File: src/rtl/rx_udp_filter.sv
// rx_udp_filter: UDP header parser and destination-port filter on the IPv4 receive byte stream.
// Optional build macro RX_UDP_CSUM_EN adds UDP checksum verification (error code 11 on failure).
module rx_udp_filter #(
  parameter int unsigned OCT     = 8,
  parameter int unsigned N_PORTS = 4,
  parameter int unsigned IDX_W   = 2
) (
  input  logic                     RX_CLK,
  input  logic                     rst_n,
  input  logic                     func_en,
  input  logic [N_PORTS*OCT*2-1:0] port_tbl,
  input  logic [N_PORTS-1:0]       port_en,
  input  logic                     rx_ipv4_data_v,
  input  logic [OCT-1:0]           rx_ipv4_data,
  input  logic [15:0]              rx_pseudo_sum,
  output logic                     rx_udp_data_v,
  output logic [OCT-1:0]           rx_udp_data,
  output logic                     rx_udp_last,
  output logic [OCT*2-1:0]         rx_src_port,
  output logic [OCT*2-1:0]         rx_dst_port,
  output logic [OCT*2-1:0]         rx_data_len,
  output logic [IDX_W-1:0]         rx_port_idx,
  output logic                     rx_udp_irq,
  output logic                     rx_udp_err,
  output logic [1:0]               rx_err_code,
  output logic [15:0]              rx_drop_cnt
);

  localparam int unsigned FW = OCT * 2;
  localparam int unsigned CW = 16;
  localparam logic [1:0]    ST_GOOD   = 2'b00;
  localparam logic [1:0]    ERR_LEN   = 2'b01;
  localparam logic [1:0]    ERR_TRUNC = 2'b10;
  localparam logic [1:0]    ERR_CSUM  = 2'b11;
  localparam logic [FW-1:0] HDR_LEN   = FW'(8);

  typedef enum logic [2:0] {
    IDLE    = 3'd0,
    HDR     = 3'd1,
    PAYLOAD = 3'd2,
    DRAIN   = 3'd3,
    STAT    = 3'd4
  } state_e;

  state_e           state_q, state_d;
  logic [2:0]       hcnt_q, hcnt_d;
  logic [OCT-1:0]   hi_q, hi_d;
  logic             hit_q, hit_d;
  logic [1:0]       pend_q, pend_d;
  logic             report_q, report_d;
  logic [FW-1:0]    pcnt_q, pcnt_d;
  logic [FW-1:0]    src_q, src_d;
  logic [FW-1:0]    dst_q, dst_d;
  logic [FW-1:0]    len_q, len_d;
  logic [IDX_W-1:0] idx_q, idx_d;
  logic             dv_q, dv_d;
  logic [OCT-1:0]   data_q, data_d;
  logic             last_q, last_d;
  logic             irq_q, irq_d;
  logic             err_q, err_d;
  logic [1:0]       code_q, code_d;
  logic [15:0]      drop_q, drop_d;

  logic             start;
  logic [FW-1:0]    field_now;
  logic             hit_now;
  logic [IDX_W-1:0] idx_now;
  logic [1:0]       fin_code;
  logic             fire;
  logic [1:0]       fire_code;

  // A datagram may begin in IDLE or directly in the status cycle of the previous one.
  assign start     = func_en && rx_ipv4_data_v && (state_q == IDLE || state_q == STAT);
  assign field_now = {hi_q, rx_ipv4_data};

  // Port match on the completing dst field; the first enabled hit from index 0 wins.
  always_comb begin
    hit_now = 1'b0;
    idx_now = '0;
    for (int i = 0; i < int'(N_PORTS); i++) begin
      if (!hit_now && port_en[i] && (port_tbl[i*int'(FW) +: FW] == field_now)) begin
        hit_now = 1'b1;
        idx_now = IDX_W'(i);
      end
    end
  end

`ifdef RX_UDP_CSUM_EN
  logic [CW-1:0] sum_q, sum_d;
  logic [CW-1:0] ck_q, ck_d;
  logic [CW-1:0] byte_word;
  logic [CW-1:0] sum_next;
  logic [CW-1:0] ck_now;
  logic          byte_odd;

  function automatic logic [CW-1:0] csum_add(input logic [CW-1:0] a, input logic [CW-1:0] b);
    logic [CW:0] s;
    s = {1'b0, a} + {1'b0, b};
    return s[CW-1:0] + CW'(s[CW]);
  endfunction

  // Even datagram offsets are the high half of a 16-bit word, odd offsets the low half.
  always_comb begin
    sum_d     = sum_q;
    ck_d      = ck_q;
    byte_odd  = (state_q == PAYLOAD) ? pcnt_q[0] : hcnt_q[0];
    byte_word = byte_odd ? CW'(rx_ipv4_data) : CW'({rx_ipv4_data, OCT'(0)});
    sum_next  = csum_add(sum_q, byte_word);
    ck_now    = (state_q == HDR) ? CW'(field_now) : ck_q;
    fin_code  = ((sum_next == 16'hFFFF) || (ck_now == '0)) ? ST_GOOD : ERR_CSUM;
    if (start) begin
      sum_d = csum_add(rx_pseudo_sum, CW'({rx_ipv4_data, OCT'(0)}));
    end else if (func_en && rx_ipv4_data_v && (state_q == HDR || state_q == PAYLOAD)) begin
      sum_d = sum_next;
    end
    if (func_en && rx_ipv4_data_v && state_q == HDR && hcnt_q == 3'd7) begin
      ck_d = CW'(field_now);
    end
  end

  always_ff @(posedge RX_CLK or negedge rst_n) begin
    if (!rst_n) begin
      sum_q <= '0;
      ck_q  <= '0;
    end else begin
      sum_q <= sum_d;
      ck_q  <= ck_d;
    end
  end
`else
  logic unused_pseudo;
  assign unused_pseudo = ^rx_pseudo_sum;
  assign fin_code      = ST_GOOD;
`endif

  // Next-state and registered-output logic; status pulses are raised on entry to STAT.
  always_comb begin
    state_d   = state_q;
    hcnt_d    = hcnt_q;
    hi_d      = hi_q;
    hit_d     = hit_q;
    pend_d    = pend_q;
    report_d  = report_q;
    pcnt_d    = pcnt_q;
    src_d     = src_q;
    dst_d     = dst_q;
    len_d     = len_q;
    idx_d     = idx_q;
    data_d    = data_q;
    code_d    = code_q;
    drop_d    = drop_q;
    dv_d      = 1'b0;
    last_d    = 1'b0;
    irq_d     = 1'b0;
    err_d     = 1'b0;
    fire      = 1'b0;
    fire_code = ST_GOOD;

    if (!func_en) begin
      state_d = IDLE;
    end else begin
      case (state_q)
        IDLE, STAT: begin
          state_d = IDLE;
          if (start) begin
            state_d = HDR;
            hcnt_d  = 3'd1;
            hi_d    = rx_ipv4_data;
            hit_d   = 1'b0;
          end
        end

        HDR: begin
          if (!rx_ipv4_data_v) begin
            // Truncated header: only report once the destination port is known.
            if (hcnt_q >= 3'd4) begin
              state_d   = STAT;
              fire      = hit_q;
              fire_code = ERR_TRUNC;
            end else begin
              state_d = IDLE;
            end
          end else begin
            hcnt_d = hcnt_q + 3'd1;
            if (!hcnt_q[0]) begin
              hi_d = rx_ipv4_data;
            end else begin
              case (hcnt_q[2:1])
                2'd0: src_d = field_now;
                2'd1: begin
                  dst_d = field_now;
                  hit_d = hit_now;
                  if (hit_now) idx_d = idx_now;
                end
                2'd2: len_d = field_now;
                default: begin
                  if (len_q < HDR_LEN) begin
                    state_d  = DRAIN;
                    pend_d   = ERR_LEN;
                    report_d = hit_q;
                  end else if (!hit_q) begin
                    state_d  = DRAIN;
                    report_d = 1'b0;
                    if (drop_q != 16'hFFFF) drop_d = drop_q + 16'd1;
                  end else if (len_q == HDR_LEN) begin
                    state_d   = STAT;
                    fire      = 1'b1;
                    fire_code = fin_code;
                  end else begin
                    state_d = PAYLOAD;
                    pcnt_d  = HDR_LEN;
                  end
                end
              endcase
            end
          end
        end

        PAYLOAD: begin
          if (!rx_ipv4_data_v) begin
            state_d   = STAT;
            fire      = 1'b1;
            fire_code = ERR_TRUNC;
          end else begin
            dv_d   = 1'b1;
            data_d = rx_ipv4_data;
            pcnt_d = pcnt_q + FW'(1);
            if (pcnt_q == len_q - FW'(1)) begin
              last_d   = 1'b1;
              state_d  = DRAIN;
              pend_d   = fin_code;
              report_d = 1'b1;
            end
          end
        end

        DRAIN: begin
          if (!rx_ipv4_data_v) begin
            state_d   = STAT;
            fire      = report_q;
            fire_code = pend_q;
          end
        end

        default: state_d = IDLE;
      endcase

      if (fire) begin
        if (fire_code == ST_GOOD) begin
          irq_d = 1'b1;
        end else begin
          err_d  = 1'b1;
          code_d = fire_code;
        end
      end
    end
  end

  always_ff @(posedge RX_CLK or negedge rst_n) begin
    if (!rst_n) begin
      state_q  <= IDLE;
      hcnt_q   <= '0;
      hi_q     <= '0;
      hit_q    <= 1'b0;
      pend_q   <= '0;
      report_q <= 1'b0;
      pcnt_q   <= '0;
      src_q    <= '0;
      dst_q    <= '0;
      len_q    <= '0;
      idx_q    <= '0;
      dv_q     <= 1'b0;
      data_q   <= '0;
      last_q   <= 1'b0;
      irq_q    <= 1'b0;
      err_q    <= 1'b0;
      code_q   <= '0;
      drop_q   <= '0;
    end else begin
      state_q  <= state_d;
      hcnt_q   <= hcnt_d;
      hi_q     <= hi_d;
      hit_q    <= hit_d;
      pend_q   <= pend_d;
      report_q <= report_d;
      pcnt_q   <= pcnt_d;
      src_q    <= src_d;
      dst_q    <= dst_d;
      len_q    <= len_d;
      idx_q    <= idx_d;
      dv_q     <= dv_d;
      data_q   <= data_d;
      last_q   <= last_d;
      irq_q    <= irq_d;
      err_q    <= err_d;
      code_q   <= code_d;
      drop_q   <= drop_d;
    end
  end

  assign rx_udp_data_v = dv_q;
  assign rx_udp_data   = data_q;
  assign rx_udp_last   = last_q;
  assign rx_src_port   = src_q;
  assign rx_dst_port   = dst_q;
  assign rx_data_len   = len_q;
  assign rx_port_idx   = idx_q;
  assign rx_udp_irq    = irq_q;
  assign rx_udp_err    = err_q;
  assign rx_err_code   = code_q;
  assign rx_drop_cnt   = drop_q;

endmodule

File: config.mk
export PLATFORM = sky130hd
export DESIGN_NAME = rx_udp_filter
export DESIGN_NICKNAME = d
export VERILOG_FILES = /design/src/rtl/rx_udp_filter.sv
export SDC_FILE = /design/constraint.sdc
export NUM_CORES = 1
export LEC_CHECK = 0
export BUFFER_PORTS_ARGS = -buffer_cell sky130_fd_sc_hd__buf_2
export CORE_MARGIN = 5
export CORE_UTILIZATION = 57
export CTS_CLUSTER_SIZE = 16
export DETAILED_ROUTE_END_ITERATION = 8
export HOLD_SLACK_MARGIN = 0.06
export PLACE_DENSITY = 0.86
export SETUP_SLACK_MARGIN = 0.3
export SYNTH_ARGS = -nofsm -noshare
export SYNTH_HDL_FRONTEND = slang
export SYNTH_SLANG_ARGS = --single-unit
File: constraint.sdc
create_clock -name RX_CLK -period 5.4 [get_ports RX_CLK]
set_input_delay 0.27 -clock RX_CLK [delete_from_list [all_inputs] [get_ports RX_CLK]]
set_output_delay 0.27 -clock RX_CLK [all_outputs]
set_load 0.02 [all_outputs]
### Yosys cells after proc, flatten, opt, wreduce, memory -nomap -nowiden

Cells that the tools add are included.

* bits in registers: 114
* input port bits: 96
* output and inout port bits: 80
* logic and storage cells: 177

* add/sub/neg operators: 4
* $lt $le $gt $ge: 2
* equality and inequality tests: 30
* multiplexer cells: 85
* bitwise logic cells: 4
* reduce and logical (&&, ||, !) cells: 34

Operator list (count)
* $mux 16: 7
* $eq 16x16->1: 5
* $mux 1: 40
* $mux 3: 13
* $add 16x1->16 const B: 2
* $pmux 16 s2: 1
* $mux 2: 13
* $mux 8: 3
* $ne 2x2->1 const B: 12
* $reduce_and 8->1: 3
* $reduce_and 5->1: 4
* $eq 16x4->1 const B: 1
* $lt 16x4->1 const B: 1
* $ne 16x16->1 const B: 1
* $pmux 8 s2: 1
* $sub 16x1->16 const B: 1
* $ne 4x4->1 const B: 3
* $pmux 3 s4: 1
* $reduce_and 6->1: 2
* $logic_and 1x1->1: 9
* $reduce_and 9->1: 1
* $reduce_and 4->1: 2
* $eq 3x2->1 const B: 2
* $ne 3x3->1 const B: 2
* other kinds (20): 29

### Longest topological paths before layout

Gate-level depths: netlist of the first run.

* word-level depth: 19
* depth in mapped cells: 10
* gate-level depth less buffers: 9

### Worst setup path after synthesis of the first run

Ideal clock, no wire load.

* path type: reg2reg
* start point: register len_q[0], in the netlist rx_data_len[0]
* end point: register report_q
* data arrival time: 2.326 ns
* path slack: 2.950 ns
* cell stages (with the launch flop): 11
* clock period less this slack: 2.450 ns
* path through: dfrtp_1 inv_1 ha_1 or4b_1 buf_2 nor4_4 xnor2_1 a221oi_2 a41o_2 and4_4 o31a_1

* longest elaborated chain between the ends: 6
* elaborated cells on any way between the ends: 11
* those cells by class: add/sub: 1; order compare: 1; eq/ne: 3; mux: 5; reduce/logical: 1

RTL lines
* from (decl): line 54 `logic [FW-1:0] len_q, len_d;`
* from (signal assigned): line 289 `len_q <= len_d;`
* parallel branches: the longest is 6 deep, another holds $sub 16x1->16
* to (signal assigned): line 285 `report_q <= report_d;`
* to (decl): line 50 `logic report_q, report_d;`

Parallel ways; which one is timed is not known. The select of a mux whose other input is x is not followed.
A chain may end at the register's enable or synchronous reset.

### Worst setup path after layout of the first run

* start point: register state_q[0]
* end point: register drop_q[13], in the netlist rx_drop_cnt[13]

* longest elaborated chain between the ends: 2

RTL lines
* from (decl): line 45 `state_e state_q, state_d;`
* from (signal assigned): line 280 `state_q <= state_d;`
* $eq 3x1->1: line 162 `case (state_q)`
* $reduce_and 8->1 (no source line)
* to (signal assigned): line 297 `drop_q <= drop_d;`
* to (decl): line 62 `logic [15:0] drop_q, drop_d;`

No other way between the ends.

==> impl_results.rst, run 1 <==
.. list-table::
   :header-rows: 1

   * - Metric
     - Value
   * - Cell type contributing the most total cell area after synthesis
     - dfrtp_1
   * - Pin count of the biggest net entering global routing
     - 88
   * - WL per Instance
     - 20.9 um
   * - Kind of start point of the critical path
     - flop
   * - Die area
     - 13,100 um^2
   * - Largest cells by area after synthesis
     - dfrtp_1, mux2_2, xnor2_1, nand2_1, xor2_1
   * - Dpl hpwl
     - ~13,000 um
   * - Summed negative setup slack over all endpoints
     - 0 ns
   * - Count of port buffers added during placement
     - 159
   * - Synth async-reset ratio
     - 100%
   * - Max-cap viol count
     - 0
   * - Reg power frac
     - 35.2%
   * - CTS-repair resized insts
     - 0
   * - Clock transition at the registers of the reported paths
     - approximately 0.060 ns
   * - TritonCTS buffer count
     - 17
   * - Leading cell type by number of instances after synthesis
     - dfrtp_1
   * - Synth cell count leaders
     - dfrtp_1, xnor2_1, nand2_1
   * - Mean number of vias per cell
     - 6.09
   * - Router iterations before antenna repair
     - 4
   * - Endpoint kind of the worst setup timing path
     - flop
   * - DR vias
     - 5,499
   * - Root Buffer Master
     - clkbuf_8
   * - Layout cells sized above 1
     - about 35%
   * - All-Layer GR Usage
     - between 30% and 40%
   * - Actual transition at the worst max-transition pin
     - around 1.1 ns
   * - Most used flip-flop cell after synthesis
     - dfrtp_1
   * - Number of max-slew violations in the final report
     - 0
   * - Final core utilization
     - a little under three quarters
   * - Setup repair after global routing missed its margin
     - no
   * - Number of DRC markers after the initial detailed-route iteration
     - between 300 and 400
   * - Number of cells on the worst reg-to-reg path
     - 7
   * - Synth cell types
     - 59
   * - Portion of the clock cycle consumed by the worst path in the final layout
     - approximately 52%
   * - Worst min path class
     - primary input to flop
   * - Area share of the largest cell type after synthesis
     - 45.6%
   * - Worst-skew pair later-pin latency
     - 0.54 ns
   * - Yosys warnings
     - 0
   * - Sum of routed wire length over all layers
     - 18,900 um
   * - Data required time at the worst endpoint
     - about 5.8 ns
   * - Last weighted congestion value of the routability-driven placer
     - 0.925
   * - Total grt overflow
     - 0
   * - Part of the power in the clock network
     - 35.2%
   * - Number of rows in the core area
     - 38
   * - Normalized max-slew margin
     - roughly 28%
   * - Power spent charging and discharging nets
     - around 1.1 mW
   * - Period minus WS final
     - between 2 and 3 ns
   * - Deepest level of the CTS H-tree
     - 4
   * - Power density relative to cell area
     - around 420 nW/um^2
   * - Category of the most critical setup path
     - flop to flop
   * - TritonCTS clock tree
     - built
   * - Height of the die
     - around 110 um
   * - Syn nets
     - just over 700
   * - Wire length on met1
     - ~6700 um
   * - Global-route wire length before repair
     - ~30,000 um
   * - Leakage power
     - between 3 and 4 nW
   * - Proportion of power drawn by combinational gates
     - between 20 and 30%
   * - ANT cells
     - 0
   * - Average instance area after synthesis
     - slightly above 10 um^2
   * - IR drop worst, VDD
     - 0.354 mV
   * - Met3 routed wirelength
     - ~1800 um
   * - Floorplan core area
     - between 10,000 and 15,000 um^2
   * - Flip-flop and latch count after synthesis
     - about 110
   * - Post-Syn Area
     - a little over 6000 um^2
   * - Initial core utilization
     - ~58%
   * - Final ANT Viol Nets
     - 0
   * - Portion of the post-synthesis area used by sequential elements
     - a little under half
   * - Post-layout nets
     - between 800 and 900
   * - Number of cells traversed by the worst hold path
     - 3
   * - Total of endpoints with negative setup slack in the final report
     - 0
   * - Number of enable-type register cells in the synthesized netlist
     - 0
   * - WP data arrival
     - roughly 3.3 ns
   * - Synthesis-to-layout area growth
     - 23.3%
   * - Number of antenna violations at the first check in global routing
     - 0
   * - Uppermost layer routed
     - met4
   * - Final routed DRC violation total
     - 0
   * - Register-to-register path setup slack
     - 2.57 ns
   * - Sum of met2 wire segment lengths after detailed routing
     - a little over 9000 um
   * - Total count of hold-check failures in the final report
     - 0
   * - Run status
     - completed
   * - Highest attainable clock frequency
     - roughly 350 MHz
   * - Cells after synthesis
     - about 600
   * - Number of global-route vias before repair
     - 5,792
   * - Setup clock skew after layout
     - around 0.0056 ns
   * - # clock sinks
     - 113
   * - Die width
     - about 110 um
   * - Count of boundary I/O pins
     - about 180
   * - Net switching fraction of the power
     - approximately 34%
   * - Design internal power
     - 2.12 mW
   * - Largest fanout of any net on the critical path
     - 14
   * - Longest Clk Path Bufs
     - 2
## layer usage
| layer | GRT usage, % | up-vias |
|---|---|---|
| li1 | - | 2428 |
| met1 | 35.1 | 2639 |
| met2 | 49.4 | 337 |
| met3 | 8.77 | 95 |
| met4 | 18.4 | 0 |
| met5 | 0 | - |
## cell usage in the layout (no fill, tap or decap), drive strengths merged, types with 4 or more instances in the layout
cell type,count
and3,12
and4,4
nor2,27
or2,4
xor2,25
o21ai,39
nor3,7
nor2b,8
inv,8
a31oi,7
bufinv,4
nand3b,4
buf,161
mux2,57
nand4,22
clkinv,5
nand2,68
nor4,10
xnor2,72
nand3,21
a21oi,16
ha,4
dfrtp,113
clkbuf,18
## logic make-up (layout without fill, tap and decap cells)
group | after synthesis | after routing | synth area share, %
AND/OR/NAND/NOR | 205 | 205 | 17.9
flip-flops | 113 | 113 | 45.6
XOR/XNOR | 97 | 97 | 13.7
AO/OA/AOI/OAI | 84 | 84 | 8.49
multiplexers | 59 | 59 | 10.7
buffers and inverters | 45 | 201 | 2.88
adder cells (fa/ha/maj) | 4 | 4 | 0.807
## power groups by stage
| stage | Sequential (mW) | Clock, mW | Combinational (mW) |
|---|---|---|---|
| 2_1_floorplan | 1.19 | 0 | 0.560 |
| 3_3_place_gp | 1.12 | 0 | 0.891 |
| 3_5_place_dp | 1.13 | 0 | 0.926 |
| 4_1_cts | 1.13 | 1.14 | 0.945 |
| 5_1_grt | 1.15 | 1.18 | 1.02 |
| 6_report | 1.13 | 1.13 | 0.952 |
## worst max-delay path: stages (launching register included)
cell and delay (ns):
dfrtp_1 0.63, nor3b_2 0.42, nand4_1 0.27, a2111oi_2 0.53, o21ai_2 0.18, nor3_2 0.36
nand4_1 0.17, xnor2_1 0.15
## layout make-up
type	count	area, um^2
Inverter	8	30.0
Clock buffer	18	418
Multi-Input combinational cell	449	3200
Clock inverter	12	168
Tap cell	140	175
Timing Repair Buffer	163	833
Fill cell	752	3100
Sequential cell	113	2830
## metrics by stage
stage                     hold slack, ns  power (mW)  instances  area [um^2]  setup WS [ns]
after floorplan                  -0.0256        1.75        607         6200           2.95
after global placement             0.198        2.01        871         7040           2.74
after detailed placement           0.204        2.06        871         7040           2.62
after CTS                         0.0866        3.21        903         7650           2.60
after global routing               0.119        3.35        903         7650           2.35
final                              0.113        3.22        903         7650           2.57
## timing repair
item                                   in CTS  in global routing
setup endpoints to repair                   0                  0
buffers inserted                            0                  0
hold buffers                                2                  0
endpoints found under the hold margin      27                  0
## flip-flops by register name, indices dropped and copies added (netlist names)
register / cells
pcnt_q: 16
rx_data_len: 16
rx_drop_cnt: 16
rx_dst_port: 16
rx_src_port: 16
hi_q: 8
rx_udp_data: 8
hcnt_q: 3
state_q: 3
rx_err_code: 2
rx_port_idx: 2
hit_q: 1
pend_q: 1
report_q: 1
rx_udp_data_v: 1
rx_udp_err: 1
rx_udp_irq: 1
rx_udp_last: 1
## final timing paths
path,start,end
min,rx_ipv4_data[3],rx_udp_data[3]
min in group asynchronous,rst_n,pcnt_q[12]
min reg2reg,rx_udp_data[0],rx_udp_data[0]
max reg2reg,state_q[0],rx_drop_cnt[13]
max in group asynchronous,rst_n,hcnt_q[2]
max,state_q[0],rx_drop_cnt[13]
Power figures use the tool's default switching activity.
==> inputs of run 2 (changes only) <==
--- a/config.mk
+++ b/config.mk
@@ -7,11 +7,11 @@
 export LEC_CHECK = 0
 export BUFFER_PORTS_ARGS = -buffer_cell sky130_fd_sc_hd__buf_2
 export CORE_MARGIN = 5
-export CORE_UTILIZATION = 57
+export CORE_UTILIZATION = 48
 export CTS_CLUSTER_SIZE = 16
 export DETAILED_ROUTE_END_ITERATION = 8
 export HOLD_SLACK_MARGIN = 0.06
-export PLACE_DENSITY = 0.86
+export PLACE_DENSITY = 0.77
 export SETUP_SLACK_MARGIN = 0.3
 export SYNTH_ARGS = -nofsm -noshare
 export SYNTH_HDL_FRONTEND = slang
==> constraint.sdc (replaced) <==
create_clock -name RX_CLK -period 2.5 [get_ports RX_CLK]
set_input_delay 0.125 -clock RX_CLK [delete_from_list [all_inputs] [get_ports RX_CLK]]
set_output_delay 0.125 -clock RX_CLK [all_outputs]
set_load 0.02 [all_outputs]
==> run 2 against run 1 <==
Compared with the run above:
- clock skew is 0.0024 ns higher
- largest power group is now the clock network
- first-iteration DRC count shrank 27%
- cell count rose by 7.3%
- die area grew 17%
- clock power is 120% higher
- critical path depth rose by 3
- via count down 1.9%
==> impl_results.rst, run 2 (synthesis results as in run 1) <==
.. list-table::
   :header-rows: 1

   * - Metric
     - Value
   * - Run status
     - completed
   * - Most used cells in the layout excluding fill and tap cells
     - buf_2, dfrtp_1, xnor2_1, nand2_1, mux2_2
   * - Max-cap viol count
     - 0 (unchanged)
   * - Proportion of power drawn by combinational gates
     - 33.0% (+3.4 points)
   * - Last weighted congestion value of the routability-driven placer
     - 0.919 (-0.64%)
   * - Endpoint kind of the worst setup timing path
     - flop
   * - Total grt overflow
     - 0 (unchanged)
   * - Number of DRC markers after the initial detailed-route iteration
     - 282 (-27%)
   * - Most frequent standard cell in the layout excluding fill and tap cells
     - buf_2
   * - Power consumption
     - 7.34 mW (+130%)
   * - TritonCTS clock tree
     - built
   * - Clock transition at the registers of the reported paths
     - 0.05 ns (about the same)
   * - Global-route wire length before repair
     - 29,400 um (-2.4%)
   * - Design internal power
     - 4.90 mW (+130%)
   * - Final routed DRC violation total
     - 0 (unchanged)
   * - Total of endpoints with negative setup slack in the final report
     - 0 (unchanged)
   * - Summed negative setup slack over all endpoints
     - 0 ns (unchanged)
   * - Wire length on met1
     - 7540 um (+13%)
   * - Router iterations before antenna repair
     - 5 (+1)
   * - ANT cells
     - 0 (unchanged)
   * - Power density relative to cell area
     - 905 nW/um^2 (+120%)
   * - Pin count of the biggest net entering global routing
     - 47 (-47%)
   * - All-Layer GR Usage
     - 25.0% (-5.2 points)
   * - Actual transition at the worst max-transition pin
     - 0.651 ns (-0.423 ns)
   * - Dpl hpwl
     - 13,400 um (+4.4%)
   * - WL per Instance
     - 19.0 um (-9.2%)
   * - Worst setup path start
     - rx_data_len[0]
   * - Mean number of vias per cell
     - 5.56 (-8.6%)
   * - Reg-to-reg critical path startpoint
     - rx_data_len[0]
   * - Number of max-slew violations in the final report
     - 0 (unchanged)
   * - Slack of the critical path
     - 0.127 ns (-2.44 ns)
   * - Highest attainable clock frequency
     - 421 MHz (+19%)
   * - Power spent charging and discharging nets
     - 2.44 mW (+120%)
   * - Reg power frac
     - 32.4% (-2.8 points)
   * - Final ANT Viol Nets
     - 0 (unchanged)
   * - Leakage power
     - 3.99 nW (+5.7%)
   * - Synthesis-to-layout area growth
     - 30.8%
   * - Number of antenna violations at the first check in global routing
     - 0 (unchanged)
   * - Count of port buffers added during placement
     - 159 (unchanged)
   * - Number of global-route vias before repair
     - 5,576 (-3.7%)
   * - Die width
     - 124 um (+8.2%)
   * - Count of boundary I/O pins
     - 176 (unchanged)
   * - Worst min path class
     - primary input to flop
   * - Sum of routed wire length over all layers
     - 18,400 um (-2.5%)
   * - Floorplan core area
     - 12,700 um^2 (+18%)
   * - Normalized max-slew margin
     - 56.5% (+28 points)
   * - Root Buffer Master
     - clkbuf_16
   * - Layout cells sized above 1
     - 39.8% (+5.2 points)
   * - Part of the power in the clock network
     - 34.6% (-0.6 points)
   * - Die area
     - 15,300 um^2 (+17%)
   * - TritonCTS buffer count
     - 17 (unchanged)
   * - Largest fanout of any net on the critical path
     - 4 (-10)
   * - Met3 routed wirelength
     - 1360 um (-26%)
   * - IR drop worst, VDD
     - 0.624 mV (+76%)
   * - DR vias
     - 5,392 (-1.9%)
   * - Initial core utilization
     - 49.0% (-8.8 points)
   * - Portion of the clock cycle consumed by the worst path in the final layout
     - 94.9% (+42 points)
   * - Kind of start point of the critical path
     - flop
   * - Longest Clk Path Bufs
     - 2 (unchanged)
   * - Category of the most critical setup path
     - flop to flop
   * - Uppermost layer routed
     - met4
   * - # clock sinks
     - 113 (unchanged)
   * - Setup repair after global routing missed its margin
     - yes
   * - Number of rows in the core area
     - 41 (+7.9%)
   * - Data required time at the worst endpoint
     - 2.86 ns (-2.96 ns)
   * - Hold Crit Start
     - rx_ipv4_data[7]
   * - Net switching fraction of the power
     - 33.3% (-0.89 points)
   * - WP data arrival
     - 2.73 ns (-0.53 ns)
   * - Register-to-register path setup slack
     - 0.13 ns (-2.44 ns)
   * - Hold Worst Slack
     - 0.0785 ns (-0.0347 ns)
   * - Deepest level of the CTS H-tree
     - 4 (unchanged)
   * - Period minus WS final
     - 2.37 ns (-0.459 ns)
   * - Setup clock skew after layout
     - 0.00800 ns (+0.00238 ns)
   * - Height of the die
     - 124 um (+8.2%)
   * - Sum of met2 wire segment lengths after detailed routing
     - 9000 um (-2.8%)
   * - Worst-skew pair later-pin latency
     - 0.42 ns (-0.12 ns)
   * - Total count of hold-check failures in the final report
     - 0 (unchanged)
   * - Pre-CTS setup slack
     - 0.0852 ns (-2.54 ns)
   * - Final core utilization
     - 64.0% (-7.2 points)
   * - Post-layout nets
     - 884 (+3.8%)
-- run 2: changes by cell type in the layout (fill, tap and decap cells not counted), sizes merged --
cell and change:
clkbuf +4, clkinv -1, clkinvlp -1, buf +32
-- run 2: critical path: stages, from the launching register on --
cell,delay (ns)
dfrtp_2,0.41
inv_2,0.07
ha_4,0.13
or4b_4,0.50
buf_6,0.15
nor2_1,0.12
a31oi_1,0.12
a221oi_2,0.29
a41o_2,0.15
and4_4,0.23
o211a_1,0.15
-- run 2: worst paths after layout --
path	endpoint	cells past startpoint
min	rx_udp_data[7]	3
max reg2reg	state_q[0]	10
min in group asynchronous	rx_udp_data[5]	2
max	state_q[0]	10
min reg2reg	rx_udp_data[6]	2
max in group asynchronous	rx_src_port[5]	3
-- run 2: per-layer routing --
metal / track usage, % / vias up
li1: - / 2492
met1: 31.5 / 2653
met2: 40.7 / 212
met3: 6.99 / 35
met4: 10.3 / 0
met5: 0 / -
-- run 2: power by group through the flow --
stage | sequential [mW] | combinational (mW) | clock [mW]
floorplan | 2.58 | 1.25 | 0
global placement | 2.38 | 2.14 | 0
detailed placement | 2.40 | 2.19 | 0
CTS | 2.36 | 2.29 | 2.56
global route | 2.41 | 2.61 | 2.67
finish | 2.38 | 2.42 | 2.54
-- run 2: final cells by class --
class	instances	area, um^2
Timing Repair Buffer	195	1100
Multi-Input combinational cell	449	3320
Clock inverter	10	159
Sequential cell	113	2830
Clock buffer	22	454
Inverter	8	30.0
Fill cell	993	4560
Tap cell	172	215
-- run 2: timing repair --
| item | in CTS | in global routing |
|---|---|---|
| pin swaps | 7 | 15 |
| setup buffers | 6 | 5 |
| hold endpoints to repair | 48 | 0 |
| gates resized for setup | 13 | 18 |
| endpoints found under the setup margin | 14 | 30 |
| hold buffers | 2 | 0 |
-- run 2: per-stage QoR --
stage | std cells | area (um^2)
detailed placement | 924 | 7290
CTS | 964 | 8020
finish | 969 | 8110
floorplan | 607 | 6230
global route | 969 | 8110
global placement | 924 | 7290
